## src/rtl/adder_pkg.sv

```systemverilog
// Shared definitions for the pipelined add/subtract unit: operation encoding
// and the segment-width helper used to split the carry chain.
package adder_pkg;

  localparam logic MODE_ADD = 1'b0;
  localparam logic MODE_SUB = 1'b1;

  // Guarded against stages=0 so the legality check can report it cleanly.
  function automatic int seg_width(input int k, input int stages);
    return (stages > 0) ? (k / stages) : 1;
  endfunction

endpackage

```

## src/rtl/adder_segment.sv

```systemverilog
// Combinational W-bit ripple-carry segment built from one-bit full-adder cells.
// Also exposes the carry into its MSB so the top segment can derive signed overflow.
module adder_segment #(
  parameter int W = 4
) (
  input  logic [W-1:0] a,
  input  logic [W-1:0] b,
  input  logic         cin,
  output logic [W-1:0] sum,
  output logic         cout,
  output logic         c_msb_in
);

  logic [W:0] c;

  assign c[0] = cin;

  for (genvar i = 0; i < W; i++) begin : g_fa
    assign sum[i]   = a[i] ^ b[i] ^ c[i];
    assign c[i+1]   = (a[i] & b[i]) | (c[i] & (a[i] ^ b[i]));
  end

  assign cout     = c[W];
  assign c_msb_in = c[W-1];

endmodule

```

## src/rtl/pipelined_addsub.sv

```systemverilog
// K-bit add/subtract unit: the carry chain is cut into STAGES registered segments,
// with a single global advance so the whole pipe stalls together under backpressure.
module pipelined_addsub
  import adder_pkg::*;
#(
  parameter int K      = 8,
  parameter int STAGES = 2
) (
  input  logic         clk,
  input  logic         rst_n,
  input  logic         in_valid,
  output logic         in_ready,
  input  logic [K-1:0] a,
  input  logic [K-1:0] b,
  input  logic         sub,
  output logic         out_valid,
  input  logic         out_ready,
  output logic [K-1:0] sum,
  output logic         cout,
  output logic         overflow
);

  localparam int W = seg_width(K, STAGES);

  if (K < 1 || STAGES < 1 || STAGES > K || (K % STAGES) != 0) begin : g_param_check
    $error("pipelined_addsub: illegal K/STAGES combination");
  end

  logic         adv;
  logic [K-1:0] b_eff;

  assign adv      = !out_valid || out_ready;
  assign in_ready = adv;
  assign b_eff    = (sub == MODE_SUB) ? ~b : b;

  // Stage s adds slice s and keeps the result bits produced so far plus the
  // operand slices that later stages still need (the skew registers).
  for (genvar s = 0; s < STAGES; s++) begin : g_stage
    logic [W-1:0]         op_a;
    logic [W-1:0]         op_b;
    logic [W-1:0]         seg_sum;
    logic                 c_in;
    logic                 seg_cout;
    logic                 valid_in;
    logic [(s+1)*W-1:0]   sum_next;
    logic [(s+1)*W-1:0]   sum_q;
    logic                 carry_q;
    logic                 vld_q;

    if (s == 0) begin : g_head
      assign op_a     = a[W-1:0];
      assign op_b     = b_eff[W-1:0];
      assign c_in     = (sub == MODE_SUB);
      assign valid_in = in_valid;
      assign sum_next = seg_sum;
    end else begin : g_body
      assign op_a     = g_stage[s-1].g_fwd.a_rem[W-1:0];
      assign op_b     = g_stage[s-1].g_fwd.b_rem[W-1:0];
      assign c_in     = g_stage[s-1].carry_q;
      assign valid_in = g_stage[s-1].vld_q;
      assign sum_next = {seg_sum, g_stage[s-1].sum_q};
    end

    // Only the last segment's MSB carry matters; it feeds the overflow flag.
    if (s == STAGES-1) begin : g_tail
      logic seg_cmsb;
      logic cmsb_q;

      adder_segment #(.W(W)) u_seg (
        .a        (op_a),
        .b        (op_b),
        .cin      (c_in),
        .sum      (seg_sum),
        .cout     (seg_cout),
        .c_msb_in (seg_cmsb)
      );

      always_ff @(posedge clk or negedge rst_n) begin
        if (!rst_n) begin
          cmsb_q <= 1'b0;
        end else if (adv) begin
          cmsb_q <= seg_cmsb;
        end
      end
    end else begin : g_mid
      adder_segment #(.W(W)) u_seg (
        .a        (op_a),
        .b        (op_b),
        .cin      (c_in),
        .sum      (seg_sum),
        .cout     (seg_cout),
        .c_msb_in ()
      );
    end

    if (s < STAGES-1) begin : g_fwd
      logic [K-(s+1)*W-1:0] a_src;
      logic [K-(s+1)*W-1:0] b_src;
      logic [K-(s+1)*W-1:0] a_rem;
      logic [K-(s+1)*W-1:0] b_rem;

      if (s == 0) begin : g_src_in
        assign a_src = a[K-1:W];
        assign b_src = b_eff[K-1:W];
      end else begin : g_src_prev
        assign a_src = g_stage[s-1].g_fwd.a_rem[K-s*W-1:W];
        assign b_src = g_stage[s-1].g_fwd.b_rem[K-s*W-1:W];
      end

      always_ff @(posedge clk or negedge rst_n) begin
        if (!rst_n) begin
          a_rem <= '0;
          b_rem <= '0;
        end else if (adv) begin
          a_rem <= a_src;
          b_rem <= b_src;
        end
      end
    end

    always_ff @(posedge clk or negedge rst_n) begin
      if (!rst_n) begin
        vld_q   <= 1'b0;
        carry_q <= 1'b0;
        sum_q   <= '0;
      end else if (adv) begin
        vld_q   <= valid_in;
        carry_q <= seg_cout;
        sum_q   <= sum_next;
      end
    end
  end

  assign out_valid = g_stage[STAGES-1].vld_q;
  assign sum       = g_stage[STAGES-1].sum_q;
  assign cout      = g_stage[STAGES-1].carry_q;
  assign overflow  = g_stage[STAGES-1].carry_q ^ g_stage[STAGES-1].g_tail.cmsb_q;

endmodule
```

## config.mk

```make
export PLATFORM = sky130hd
export DESIGN_NAME = pipelined_addsub
export DESIGN_NICKNAME = d
export VERILOG_FILES = /design/src/rtl/adder_pkg.sv /design/src/rtl/adder_segment.sv /design/src/rtl/pipelined_addsub.sv
export SDC_FILE = /design/constraint.sdc
export NUM_CORES = 1
export LEC_CHECK = 0
export ABC_AREA = 1
export CAP_MARGIN = 20
export CORE_UTILIZATION = 52
export DETAILED_ROUTE_END_ITERATION = 8
export GPL_ROUTABILITY_DRIVEN = 0
export PLACE_DENSITY = 0.92
export REMOVE_ABC_BUFFERS = 1
export SKIP_CTS_REPAIR_TIMING = 1
export SLEW_MARGIN = 20
export SYNTH_ARGS = -nofsm -noshare
export SYNTH_HDL_FRONTEND = slang
export SYNTH_HIERARCHICAL = 1
export SYNTH_SLANG_ARGS = --single-unit
```

## constraint.sdc

```tcl
create_clock -name clk -period 4.8 [get_ports clk]
set_clock_uncertainty 0.2 [all_clocks]
set_input_delay 0.48 -clock clk [delete_from_list [all_inputs] [get_ports clk]]
set_output_delay 0.48 -clock clk [all_outputs]
set_load 0.03 [all_outputs]
```

Yosys cells after proc, flatten, opt, wreduce, memory -nomap -nowiden
Cells that the tools add are included.

word-level totals
  flip-flop bits (word level) = 25
  logic and storage cells = 54

cells by class
  bitwise logic cells = 42
  reductions and logical operators = 2
  muxes and demuxes = 1

operators by type and width
  operator           number
  1-bit bitwise XOR  17
  1-bit bitwise AND  16
  8-bit 2-to-1 mux   1
  8-bit inverter     1
  1-bit OR           8
  1-bit zero test    1
  1-bit logical OR   1

Longest topological paths before layout
  depth in word-level cells = 11
  depth in mapped cells = 10
  depth with buffers taken out = 9

Modules after synthesis
The synthesis kept the hierarchy.

modules (own cells, without submodules)
  module            cells an instance  area an instance (um2)  times used  sequential area each (um2)
  pipelined_addsub  124                1088.5                  1           625.6
  adder_segment     12                 110.1                   2           0.0

Worst setup path after synthesis
No wires, ideal clock.

  kind = in2reg
  start point = input sub
  end point = register g_stage[0].sum_q[3]
  arrival time = 2388 ps
  required time = 4474 ps
  path slack = 2086 ps
  path buffers = 1
  stages = 10
  setup time = 126 ps
  cells stage by stage = buf_2 -> xor2_1 -> fa_1 -> inv_1 -> fa_1 -> fa_1 -> inv_1 -> fa_1 -> nand2_1 -> o21ai_0

on the way
  cells in the longest elaborated chain, start to end = 9
  elaborated cells on any way between the ends = 15

ends and longest elaborated chain
  item                                 RTL line                 RTL
  start, declared                      pipelined_addsub.sv:15   input logic sub,
  8-bit 2-to-1 mux (*)                 pipelined_addsub.sv:34   assign b_eff = (sub == MODE_SUB) ? ~b : b;
  via b_eff[0]                         pipelined_addsub.sv:30   logic [K-1:0] b_eff;
  1-bit bitwise XOR                    adder_segment.sv:20      assign c[i+1] = (a[i] & b[i]) | (c[i] & (a[i] ^ b[i]));
  1-bit bitwise AND                    adder_segment.sv:20
  1-bit OR (*)                         adder_segment.sv:20
  1-bit bitwise AND (*)                adder_segment.sv:20
  1-bit OR (*)                         adder_segment.sv:20
  1-bit bitwise AND (*)                adder_segment.sv:20
  1-bit OR (*)                         adder_segment.sv:20
  via g_stage[0].g_mid.u_seg.c_msb_in  adder_segment.sv:11      output logic c_msb_in
  1-bit bitwise XOR (*)                adder_segment.sv:19      assign sum[i] = a[i] ^ b[i] ^ c[i];
  via g_stage[0].seg_sum[3]            pipelined_addsub.sv:41   logic [W-1:0] seg_sum;
  end signal, assigned                 pipelined_addsub.sv:129  sum_q <= sum_next;
  end, declared                        pipelined_addsub.sv:46   logic [(s+1)*W-1:0] sum_q;

Mark *: on every way through the listed nets, which the timed path passes. The rest lies on a longest branch.
A chain may end at the register's enable or synchronous reset.

Worst setup path after layout
Ends and elaborated chain as after synthesis.

==> run summary <==
outcome - complete, no violations
Die Span X - 52.2 um
Leakage - 0.877 nW
fraction of layout cells with a size suffix above 1 - 5.56%
WL met2 - 1220 um
synthesis-stage register bit count - 25
n_diodes - 0
clock-pin slew on the worst setup and hold paths - 0.12 ns
IO Pins - 33
vias in the first global route - 925
WL met1 - 899 um
DR iter-0 viols - 22
All-Layer GR Usage - 19.8%
slew of the pin with the lowest slew margin - 0.534 ns
1st-pass router iterations - 4
WP data arrival - 3.05 ns
reg-to-reg slack, setup - 2.45 ns
drt wl/cell - 11.1 um
final setup violation count - 0
combinational power share - 42.7%
leading post-synthesis cells by cell area - dfrtp_1 (48%), nand2_1 (20%), fa_1 (12%), inv_1 (6.9%), xor2_1 (3.3%)
Synth Instances - 148
area growth from synthesis to layout - 25.4%
worst ir drop on vdd - 0.239 mV
DR top layer - met4
Worst-Skew Late Latency - 0.32 ns
nets@finish - 210
WP buf/inv - 3
Max Fanout on Critical Path - 10
initial antenna violation count - 0
number of port buffers - 32
die area - 2720 sq um
Initial Util - 57.0%
critical path class - input port to register
Post-DRT Antenna Nets - 0
final count of pins violating max slew - 0
Num CTS Buffers - 3
H-tree levels - 1
Pwr Total - 0.680 mW
CP max-delay cell - clkdlybuf4s50_1
sum of negative setup slack - 0 ns
WHS - 0.279 ns
core area - 2300 sq um
vias per std cell - 4.70
most frequent cells in the layout - nand2_1 (68), clkdlybuf4s50_1 (31), dfrtp_1 (25)
share of the synthesized area in the top cell type - 47.8%
pwr dens - 414 nW/um^2
crit start category - input port
Crit path top cell by count - fa_1
crit-path max cell delay - 0.71 ns
CP Capture Type - register
MaxCap Viol Count - 0
RSZ-0062 raised after global routing - no
Max Clk Rate - 329 MHz
Clock power frac - 13.6%
most common cell after layout, fill and taps aside - nand2_1
final hold violations - 0
P_int - 0.419 mW
sequential area share after synthesis - 47.8%
fillers - 176
Syn Area/Cell - 8.84 sq um
Worst EP required - 4.81 ns
period utilisation layout - 63.3%
count of different cell masters after synthesis - 14
Vias - 977
Yosys warning count - 6
Mapped Area - 1310 sq um
Reg power frac - 43.7%
NetSw - 0.262 mW
Clock Tree Root - clkbuf_4
dpl hpwl - 1750 um
CTS tree - yes
Clock Tree Buf Depth - 2
CTS Sinks - 25
worst path cell trace - clkdlybuf4s50_1 -> xor2_1 -> fa_1 -> inv_1 -> fa_1 -> fa_1 -> inv_1 -> fa_1 -> nand2_1 -> o21ai_0
sw frac - 38.5%
DRC violations left - 0
Slew HR - 64.4%
min Tclk post-route - 3.04 ns
CP delay by family, top - adder cells
final wirelength - 2310 um
Min-Delay Path Class - register to register
total global routing overflow - 0
Die Height - 52.2 um
global-route wire length before repair - 3730 um
largest net degree at the start of global routing - 28
Synth area leader - dfrtp_1
Rows - 17
metal3 WL - 133 um
-- registers in the layout, summed over array words and instances (netlist names) --
register               count
out_valid                  1
g_stage.g_tail.cmsb_q      1
g_stage.g_fwd.a_rem        4
g_stage.carry_q            1
g_stage.sum_q              4
g_stage.g_fwd.b_rem        4
cout                       1
sum                        8
g_stage.vld_q              1
-- worst paths after layout --
check / endpoint / start / cells past startpoint
min reg2reg: out_valid / g_stage[0].vld_q / 2
min: out_valid / g_stage[0].vld_q / 2
min in group asynchronous: g_stage[0].sum_q[1] / rst_n / 2
max reg2reg: sum[7] / g_stage[0].carry_q / 8
max in group asynchronous: g_stage[1].g_tail.cmsb_q / rst_n / 2
max: g_stage[0].sum_q[3] / sub / 10
-- power by group through the flow --
stage               logic, mW  clock network (mW)  registers [mW]
floorplan               0.109                   0           0.358
global placement        0.278                   0           0.298
detailed placement      0.291                   0           0.302
CTS                     0.293              0.0939           0.297
global route            0.318               0.100           0.303
finish                  0.290              0.0927           0.297
-- area by class of cell --
type | instances | area (sq um) | area share, %
clock buffer | 4 | 26.3 | 1.60
inverter | 25 | 93.8 | 5.72
multi-input combinational | 93 | 536 | 32.6
sequential | 25 | 626 | 38.1
tap | 28 | 35.0 | 2.13
timing repair buffer | 33 | 325 | 19.8
-- per-layer routing --
metal  track usage (%)  vias to the layer above
met5                 0                        -
met2              36.5                       36
met1              21.1                      448
met3              2.90                        5
li1                  -                      488
met4              11.4                        0
-- cells in the mapped netlist, drive strengths merged --
| library cell | n |
|---|---|
| nand2 | 72 |
| dfrtp | 25 |
| inv | 25 |
| fa | 8 |
| buf | 5 |
| xor2 | 5 |
| nand3 | 4 |
| o21ai | 3 |
| nor2 | 1 |
-- stage by stage --
stage,util (%),instances,area [sq um],setup WS [ns]
floorplan,-,143,1250,2.27
global route,71.5,208,1640,1.67
CTS,71.2,207,1640,1.74
global placement,70.1,203,1610,1.50
detailed placement,70.1,203,1610,1.39
finish,71.5,208,1640,1.76
-- cell families (layout without fill, tap and decap cells) --
logic type	Yosys count	after routing	share of synthesized area [%]
AO/OA/AOI/OAI	3	3	1.15
XOR/XNOR	5	5	3.35
adder cells (fa/ha/maj)	8	8	12.2
buffers and inverters	30	62	11.3
flip-flops	25	25	47.8
AND/OR/NAND/NOR	77	77	24.2
-- tightest hold or removal path, stage by stage (launching register included) --
cell and delay, ns:
dfrtp_1 0.35, inv_1 0.05, nand2_1 0.06
No activity file was read; power rests on OpenSTA's default activity.
